[config.mk]
export PLATFORM = sky130hd
export DESIGN_NAME = floo_narrow_cfg_seq
export DESIGN_NICKNAME = d
export VERILOG_FILES = /design/src/rtl/floo_narrow_cfg_seq.sv
export SDC_FILE = /design/constraint.sdc
export NUM_CORES = 1
export LEC_CHECK = 0
export ABC_CLOCK_PERIOD_IN_PS = 2600
export CAP_MARGIN = 20
export CORE_AREA = 2 2 214 216
export CTS_CLUSTER_DIAMETER = 40
export CTS_CLUSTER_SIZE = 24
export DETAILED_ROUTE_END_ITERATION = 10
export DIE_AREA = 0 0 216 218
export DONT_BUFFER_PORTS = 1
export PLACE_DENSITY = 0.41
export SLEW_MARGIN = 30
export SYNTH_ARGS = -nofsm -noshare
export SYNTH_HDL_FRONTEND = slang
export SYNTH_SLANG_ARGS = --single-unit
[constraint.sdc]
create_clock -name clk_i -period 2.6 [get_ports clk_i]
set_input_delay 0.26 -clock clk_i [delete_from_list [all_inputs] [get_ports clk_i]]
set_output_delay 0.26 -clock clk_i [all_outputs]
set_load 0.005 [all_outputs]
[src/rtl/floo_narrow_cfg_seq.sv]
// floo_narrow_cfg_seq: single-outstanding AXI4 configuration sequencer.
// Turns a command stream (addr/data/strb/write) into single-beat AXI4
// transactions on the cluster narrow slave link and returns each completion
// on a response stream.
//
// Ports:
//   clk_i, rst_i              clock, synchronous active-high reset
//   cmd_*                     command stream in (valid/ready, write, addr, data, strb)
//   rsp_*                     response stream out (valid/ready, data, resp, timeout)
//   axi_req_o / axi_rsp_i     narrow AXI4 link to/from the cluster
//   busy_o                    high whenever the sequencer is not idle
//   txn_cnt_o                 accepted-command counter, wraps at 2^16
//
// Optional feature: define FLOO_CFG_SEQ_TIMEOUT_EN to abandon a transaction
// after TimeoutCycles in a wait state (rsp_timeout_o = 1, resp = SLVERR).

package floo_narrow_cfg_seq_pkg;
  localparam int unsigned AxiAddrWidth = 48;
  localparam int unsigned AxiDataWidth = 64;
  localparam int unsigned AxiIdWidth   = 6;
  localparam int unsigned AxiUserWidth = 1;

  typedef struct packed {
    logic [AxiIdWidth-1:0]   id;
    logic [AxiAddrWidth-1:0] addr;
    logic [7:0]              len;
    logic [2:0]              size;
    logic [1:0]              burst;
    logic                    lock;
    logic [3:0]              cache;
    logic [2:0]              prot;
    logic [3:0]              qos;
    logic [3:0]              region;
    logic [5:0]              atop;
    logic [AxiUserWidth-1:0] user;
  } axi_narrow_in_aw_chan_t;

  typedef struct packed {
    logic [AxiDataWidth-1:0]   data;
    logic [AxiDataWidth/8-1:0] strb;
    logic                      last;
    logic [AxiUserWidth-1:0]   user;
  } axi_narrow_in_w_chan_t;

  typedef struct packed {
    logic [AxiIdWidth-1:0]   id;
    logic [1:0]              resp;
    logic [AxiUserWidth-1:0] user;
  } axi_narrow_in_b_chan_t;

  typedef struct packed {
    logic [AxiIdWidth-1:0]   id;
    logic [AxiAddrWidth-1:0] addr;
    logic [7:0]              len;
    logic [2:0]              size;
    logic [1:0]              burst;
    logic                    lock;
    logic [3:0]              cache;
    logic [2:0]              prot;
    logic [3:0]              qos;
    logic [3:0]              region;
    logic [AxiUserWidth-1:0] user;
  } axi_narrow_in_ar_chan_t;

  typedef struct packed {
    logic [AxiIdWidth-1:0]   id;
    logic [AxiDataWidth-1:0] data;
    logic [1:0]              resp;
    logic                    last;
    logic [AxiUserWidth-1:0] user;
  } axi_narrow_in_r_chan_t;

  typedef struct packed {
    axi_narrow_in_aw_chan_t aw;
    logic                   aw_valid;
    axi_narrow_in_w_chan_t  w;
    logic                   w_valid;
    logic                   b_ready;
    axi_narrow_in_ar_chan_t ar;
    logic                   ar_valid;
    logic                   r_ready;
  } axi_narrow_in_req_t;

  typedef struct packed {
    logic                  aw_ready;
    logic                  ar_ready;
    logic                  w_ready;
    logic                  b_valid;
    axi_narrow_in_b_chan_t b;
    logic                  r_valid;
    axi_narrow_in_r_chan_t r;
  } axi_narrow_in_rsp_t;
endpackage

module floo_narrow_cfg_seq
  import floo_narrow_cfg_seq_pkg::*;
#(
  parameter int unsigned AddrWidth     = 48,
  parameter int unsigned DataWidth     = 64,
  parameter int unsigned IdWidth       = 4,
  parameter int unsigned TimeoutCycles = 1024
) (
  input  logic                   clk_i,
  input  logic                   rst_i,
  input  logic                   cmd_valid_i,
  output logic                   cmd_ready_o,
  input  logic                   cmd_write_i,
  input  logic [AddrWidth-1:0]   cmd_addr_i,
  input  logic [DataWidth-1:0]   cmd_data_i,
  input  logic [DataWidth/8-1:0] cmd_strb_i,
  output logic                   rsp_valid_o,
  input  logic                   rsp_ready_i,
  output logic [DataWidth-1:0]   rsp_data_o,
  output logic [1:0]             rsp_resp_o,
  output logic                   rsp_timeout_o,
  output axi_narrow_in_req_t     axi_req_o,
  input  axi_narrow_in_rsp_t     axi_rsp_i,
  output logic                   busy_o,
  output logic [15:0]            txn_cnt_o
);

  localparam int unsigned StrbWidth = DataWidth / 8;
  localparam logic [2:0]  AxSize    = 3'($clog2(StrbWidth));

  if (TimeoutCycles < 2 || DataWidth < 8 || AxiIdWidth < IdWidth ||
      AxiDataWidth != DataWidth || AxiAddrWidth != AddrWidth) begin : g_bad_cfg
    $error("floo_narrow_cfg_seq: unsupported parameter combination");
  end

  typedef enum logic [2:0] {IDLE, WR_ADDR, WR_WAIT, RD_ADDR, RD_WAIT, RSP} state_e;

  state_e                 state_q, state_d;
  logic [AddrWidth-1:0]   addr_q, addr_d;
  logic [DataWidth-1:0]   wdata_q, wdata_d;
  logic [StrbWidth-1:0]   strb_q, strb_d;
  logic [IdWidth-1:0]     cur_id_q, cur_id_d;
  logic [15:0]            txn_cnt_q, txn_cnt_d;
  logic                   aw_pend_q, aw_pend_d;
  logic                   w_pend_q, w_pend_d;
  logic [DataWidth-1:0]   rsp_data_q, rsp_data_d;
  logic [1:0]             rsp_resp_q, rsp_resp_d;
  logic                   b_match, r_match;
  logic                   unused_rsp;

`ifdef FLOO_CFG_SEQ_TIMEOUT_EN
  localparam int unsigned TmoW = $clog2(TimeoutCycles);
  logic [TmoW-1:0] tmo_cnt_q, tmo_cnt_d;
  logic            rsp_timeout_q, rsp_timeout_d;
  logic            tmo_hit;
`endif

  // Only the matching, correctly-timed beat completes; everything else is sunk.
  assign b_match = (state_q == WR_WAIT) && axi_rsp_i.b_valid &&
                   (axi_rsp_i.b.id == AxiIdWidth'(cur_id_q));
  assign r_match = (state_q == RD_WAIT) && axi_rsp_i.r_valid && axi_rsp_i.r.last &&
                   (axi_rsp_i.r.id == AxiIdWidth'(cur_id_q));
  assign unused_rsp = ^axi_rsp_i;

`ifdef FLOO_CFG_SEQ_TIMEOUT_EN
  // Counter is zero on wait-state entry because it is cleared everywhere else.
  assign tmo_hit = (tmo_cnt_q == TmoW'(TimeoutCycles - 1));
  always_comb begin
    tmo_cnt_d = '0;
    if (state_q == WR_WAIT || state_q == RD_WAIT) tmo_cnt_d = tmo_cnt_q + 1'b1;
  end
`endif

  always_comb begin
    state_d    = state_q;
    addr_d     = addr_q;
    wdata_d    = wdata_q;
    strb_d     = strb_q;
    cur_id_d   = cur_id_q;
    txn_cnt_d  = txn_cnt_q;
    aw_pend_d  = aw_pend_q;
    w_pend_d   = w_pend_q;
    rsp_data_d = rsp_data_q;
    rsp_resp_d = rsp_resp_q;
`ifdef FLOO_CFG_SEQ_TIMEOUT_EN
    rsp_timeout_d = rsp_timeout_q;
`endif
    unique case (state_q)
      IDLE: begin
        if (cmd_valid_i) begin
          addr_d    = cmd_addr_i;
          wdata_d   = cmd_data_i;
          strb_d    = cmd_strb_i;
          cur_id_d  = txn_cnt_q[IdWidth-1:0];
          txn_cnt_d = txn_cnt_q + 16'd1;
          if (cmd_write_i) begin
            aw_pend_d = 1'b1;
            w_pend_d  = 1'b1;
            state_d   = WR_ADDR;
          end else begin
            state_d = RD_ADDR;
          end
        end
      end
      WR_ADDR: begin
        aw_pend_d = aw_pend_q & ~axi_rsp_i.aw_ready;
        w_pend_d  = w_pend_q & ~axi_rsp_i.w_ready;
        if (!aw_pend_d && !w_pend_d) state_d = WR_WAIT;
      end
      RD_ADDR: begin
        if (axi_rsp_i.ar_ready) state_d = RD_WAIT;
      end
      WR_WAIT, RD_WAIT: begin
        if (b_match) begin
          rsp_resp_d = axi_rsp_i.b.resp;
          rsp_data_d = '0;
`ifdef FLOO_CFG_SEQ_TIMEOUT_EN
          rsp_timeout_d = 1'b0;
`endif
          state_d = RSP;
        end else if (r_match) begin
          rsp_resp_d = axi_rsp_i.r.resp;
          rsp_data_d = DataWidth'(axi_rsp_i.r.data);
`ifdef FLOO_CFG_SEQ_TIMEOUT_EN
          rsp_timeout_d = 1'b0;
`endif
          state_d = RSP;
        end
`ifdef FLOO_CFG_SEQ_TIMEOUT_EN
        else if (tmo_hit) begin
          rsp_resp_d    = 2'b10;
          rsp_data_d    = '0;
          rsp_timeout_d = 1'b1;
          state_d       = RSP;
        end
`endif
      end
      RSP: begin
        if (rsp_ready_i) state_d = IDLE;
      end
      default: state_d = IDLE;
    endcase
  end

  always_ff @(posedge clk_i) begin
    if (rst_i) begin
      state_q    <= IDLE;
      addr_q     <= '0;
      wdata_q    <= '0;
      strb_q     <= '0;
      cur_id_q   <= '0;
      txn_cnt_q  <= '0;
      aw_pend_q  <= 1'b0;
      w_pend_q   <= 1'b0;
      rsp_data_q <= '0;
      rsp_resp_q <= '0;
`ifdef FLOO_CFG_SEQ_TIMEOUT_EN
      tmo_cnt_q     <= '0;
      rsp_timeout_q <= 1'b0;
`endif
    end else begin
      state_q    <= state_d;
      addr_q     <= addr_d;
      wdata_q    <= wdata_d;
      strb_q     <= strb_d;
      cur_id_q   <= cur_id_d;
      txn_cnt_q  <= txn_cnt_d;
      aw_pend_q  <= aw_pend_d;
      w_pend_q   <= w_pend_d;
      rsp_data_q <= rsp_data_d;
      rsp_resp_q <= rsp_resp_d;
`ifdef FLOO_CFG_SEQ_TIMEOUT_EN
      tmo_cnt_q     <= tmo_cnt_d;
      rsp_timeout_q <= rsp_timeout_d;
`endif
    end
  end

  // Handshake-visible outputs are forced low while reset is held.
  assign cmd_ready_o = (state_q == IDLE) && !rst_i;
  assign busy_o      = (state_q != IDLE) && !rst_i;
  assign rsp_valid_o = (state_q == RSP) && !rst_i;
  assign rsp_data_o  = rsp_data_q;
  assign rsp_resp_o  = rsp_resp_q;
  assign txn_cnt_o   = txn_cnt_q;
`ifdef FLOO_CFG_SEQ_TIMEOUT_EN
  assign rsp_timeout_o = rsp_timeout_q;
`else
  assign rsp_timeout_o = 1'b0;
`endif

  always_comb begin
    axi_req_o          = '0;
    axi_req_o.aw.id    = AxiIdWidth'(cur_id_q);
    axi_req_o.aw.addr  = AxiAddrWidth'(addr_q);
    axi_req_o.aw.size  = AxSize;
    axi_req_o.aw.burst = 2'b01;
    axi_req_o.aw_valid = aw_pend_q && !rst_i;
    axi_req_o.w.data   = AxiDataWidth'(wdata_q);
    axi_req_o.w.strb   = (AxiDataWidth/8)'(strb_q);
    axi_req_o.w.last   = 1'b1;
    axi_req_o.w_valid  = w_pend_q && !rst_i;
    axi_req_o.b_ready  = 1'b1;
    axi_req_o.ar.id    = AxiIdWidth'(cur_id_q);
    axi_req_o.ar.addr  = AxiAddrWidth'(addr_q);
    axi_req_o.ar.size  = AxSize;
    axi_req_o.ar.burst = 2'b01;
    axi_req_o.ar_valid = (state_q == RD_ADDR) && !rst_i;
    axi_req_o.r_ready  = 1'b1;
  end

endmodule

==> metrics.txt <==
Post-synth top cells=nand2_1, dfxtp_1, a21oi_1; Crit path depth=6; max cap viols=0; WHS Path Cells=3; Int Pwr=0.00797 W; ranking of synthesized cells by area=dfxtp_1, nand2_1, buf_4, a21oi_1, clkbuf_1; area grow syn2layout=39.6%; Max-slew headroom=48.0%; Die H=218 um; GP Congestion=0.747; Lkg Pwr=4.44 nW; vias in the first global route=roughly 7400; drt initial violations=372; Die X=216 um; wirelength, routed=28600 um; CTS tree=done; Final Max Slew Viols=0; clk root buf=clkbuf_16; drt wl/cell=~15 um; CP arrival=2.91 ns; Placed Instances=1589; initial antenna violation count=2; yosys warns=0; most frequent cell after synthesis=nand2_1; Pwr per Cell Area=slightly below 1000 nW/um2; Hold Violations, Final=0; Worst VDD drop=0.443 mV; Final Cycle Share=93.6%; final setup violation count=0; DRC Markers=0; R2R depth=6; H-tree levels=2; status=finished, final reports clean; final cell count without fillers=roughly 1900; Main synth FF type=dfxtp_1; CTS Sinks=between 200 and 250; Sw Ratio=30.8%; global routing met1 resource utilization=11.4%; Die ar.=about 47000 um2; largest net degree at the start of global routing=between 100 and 150; row cnt=78; Final min period=2.43 ns; layout cell share with drive strength beyond 1=under 10%; Critical Path RT=3.08 ns; met3 Use GR=4.84%; Placeable Area=44900 um2; PortBufs=0; Seq pwr share=35.7%; overall power=0.0115 W; GR Util met2=19.9%; syn avg cell area=7.84 um2; DR pass1 iterations=4; TritonCTS buffer count=42; Synth top area share=49.3%; first-pass GRT wire length=41500 um; clock latency on the worst-skew pair=roughly 0.54 ns; ys async rst share=0%; CTS Buffer Depth=3; Mapped Cells=1093; worst-path maximum fanout=21; nets=1443; total grt overflow=0; Initial Util=19.1%; switching pwr=~0.0035 W; post-synthesis register bit count=211; Post-synth EDFFs=0; post-synthesis sequential area ratio=49.3%; critical path cell sequence=nand2b_1 -> nor4_2 -> and4_4 -> nand2_1 -> a311oi_1 -> dlygate4sd3_1; busiest layer in global routing=met2; Yosys cell types=34; Largest delay share family, worst path=simple AND/OR/NAND/NOR gates; Clock Power Share=46.9%; via count=7489; DP HPWL=18800 um; combinational power share=17.4%; area leader, netlist=dfxtp_1; Ports=552; Final ANT Viol Nets=0; Worst-Margin Slew=between 0.7 and 0.8 ns; Max Clock Skew=roughly 0.018 ns; slowest cell delay on critical path=0.58 ns; Worst setup EP type=flop; WS Path Type=flop to flop; Startpoint Class=flop; mapped cell area=8570 um2; via/cell ratio=between 4 and 5; Setup TNS=0 ns; FILL cells=between 4000 and 5000; Max Freq=411 MHz; Bufs and invs on worst path=1; Tot GR Track Use=11.3%; RSZ-0062 raised after global routing=false; CTS clk-pin slew, worst paths=~0.050 ns; slowest CP cell=dlygate4sd3_1; hold crit path type=input port to flop
## power by group through the flow
stage	Sequential, W	Combinational [W]	Clock, W
floorplan	0.00398	0.00157	0
global placement	0.00419	0.00167	0
detailed placement	0.00419	0.00172	0
CTS	0.00413	0.00205	0.00559
global route	0.00417	0.00226	0.00573
finish	0.00411	0.00200	0.00540
## state kept, by name (all words and copies together) (netlist names), 2 cells and up
register	cells
wdata_q	64
rsp_resp_o	2
txn_cnt_o	16
state_q	3
rsp_data_o	64
cur_id_q	4
strb_q	8
addr_q	48
## logic make-up (layout without fill, tap and decap cells)
logic type               after synthesis  count (layout)  synth area share [%]
flip-flops                           211             211                  49.3
adder cells (fa/ha/maj)                1               1                 0.146
AO/OA/AOI/OAI                        205             205                  12.3
AND/OR/NAND/NOR                      455             455                  21.2
other                                  2              76                0.0876
buffers and inverters                197             292                  14.8
XOR/XNOR                              21              21                  2.15
multiplexers                           1               1                 0.117
## layout by cell type (no fill, tap or decap), drive strengths merged, types with 5 or more instances in the layout
master and count:
conb 75, a21oi 196, inv 10, nand3 7, clkinv 5, clkinvlp 6
dlygate4sd3 195, xor2 13, nand2 394, xnor2 8, clkbuf 55, buf 18
nand4 5, nor2 23, dfxtp 211
## cell type report
type / count / area [um2] / area share (%)
Sequential cell: 211 / 4220 / 35.3
Multi-Input combinational cell: 758 / 3380 / 28.2
Timing Repair Buffer: 213 / 2170 / 18.1
Clock buffer: 55 / 1190 / 9.97
Tap cell: 600 / 751 / 6.27
Clock inverter: 21 / 236 / 1.98
Inverter: 3 / 11.3 / 0.0941
Antenna cell: 1 / 2.50 / 0.0209
## path summary, 6_finish.rpt
kind                from  slack [ns]            end
min          cmd_write_i        0.05      aw_pend_q
max           state_q[2]        0.17  rsp_resp_o[0]
min reg2reg    aw_pend_q        0.46      aw_pend_q
max reg2reg   state_q[2]        0.17  rsp_resp_o[0]
## worst reg2reg max path: cells and delay by family (launching register included)
| kind | cells | cell delay (ns) |
|---|---|---|
| AOI/OAI and AO/OA | 1 | 0.26 |
| and+or+nand+nor | 4 | 1.04 |
| buffers and inverters | 1 | 0.58 |
| DFF | 1 | 0.50 |
## per-layer routing
| metal | routed length (um) | up-vias | share of wire [%] |
|---|---|---|---|
| met5 | 13 | - | 0.045 |
| met4 | 1160 | 2 | 4.1 |
| met3 | 2850 | 70 | 10 |
| met2 | 14300 | 360 | 50 |
| met1 | 10300 | 3455 | 36 |
| li1 | - | 3602 | - |
## what timing repair did
item                                    4_1_cts  5_1_grt
gates resized for setup                       0        1
endpoints found under the setup margin        0        2
buffers inserted                              0        0
hold buffers                                196        0
endpoints found under the hold margin       211        0
## through the flow
stage          utilization (%)  area [um2]  setup WS [ns]  hold slack [ns]
2_1_floorplan                -        8850           1.01            0.396
3_3_place_gp              19.1        8550          0.490            0.343
4_1_cts                   26.6       12000         0.0261           0.0107
6_report                  26.7       12000          0.167           0.0543
5_1_grt                   26.7       12000         0.0225           0.0427
3_5_place_dp              19.1        8550          0.455            0.345
(Power assumes the default switching activity.)
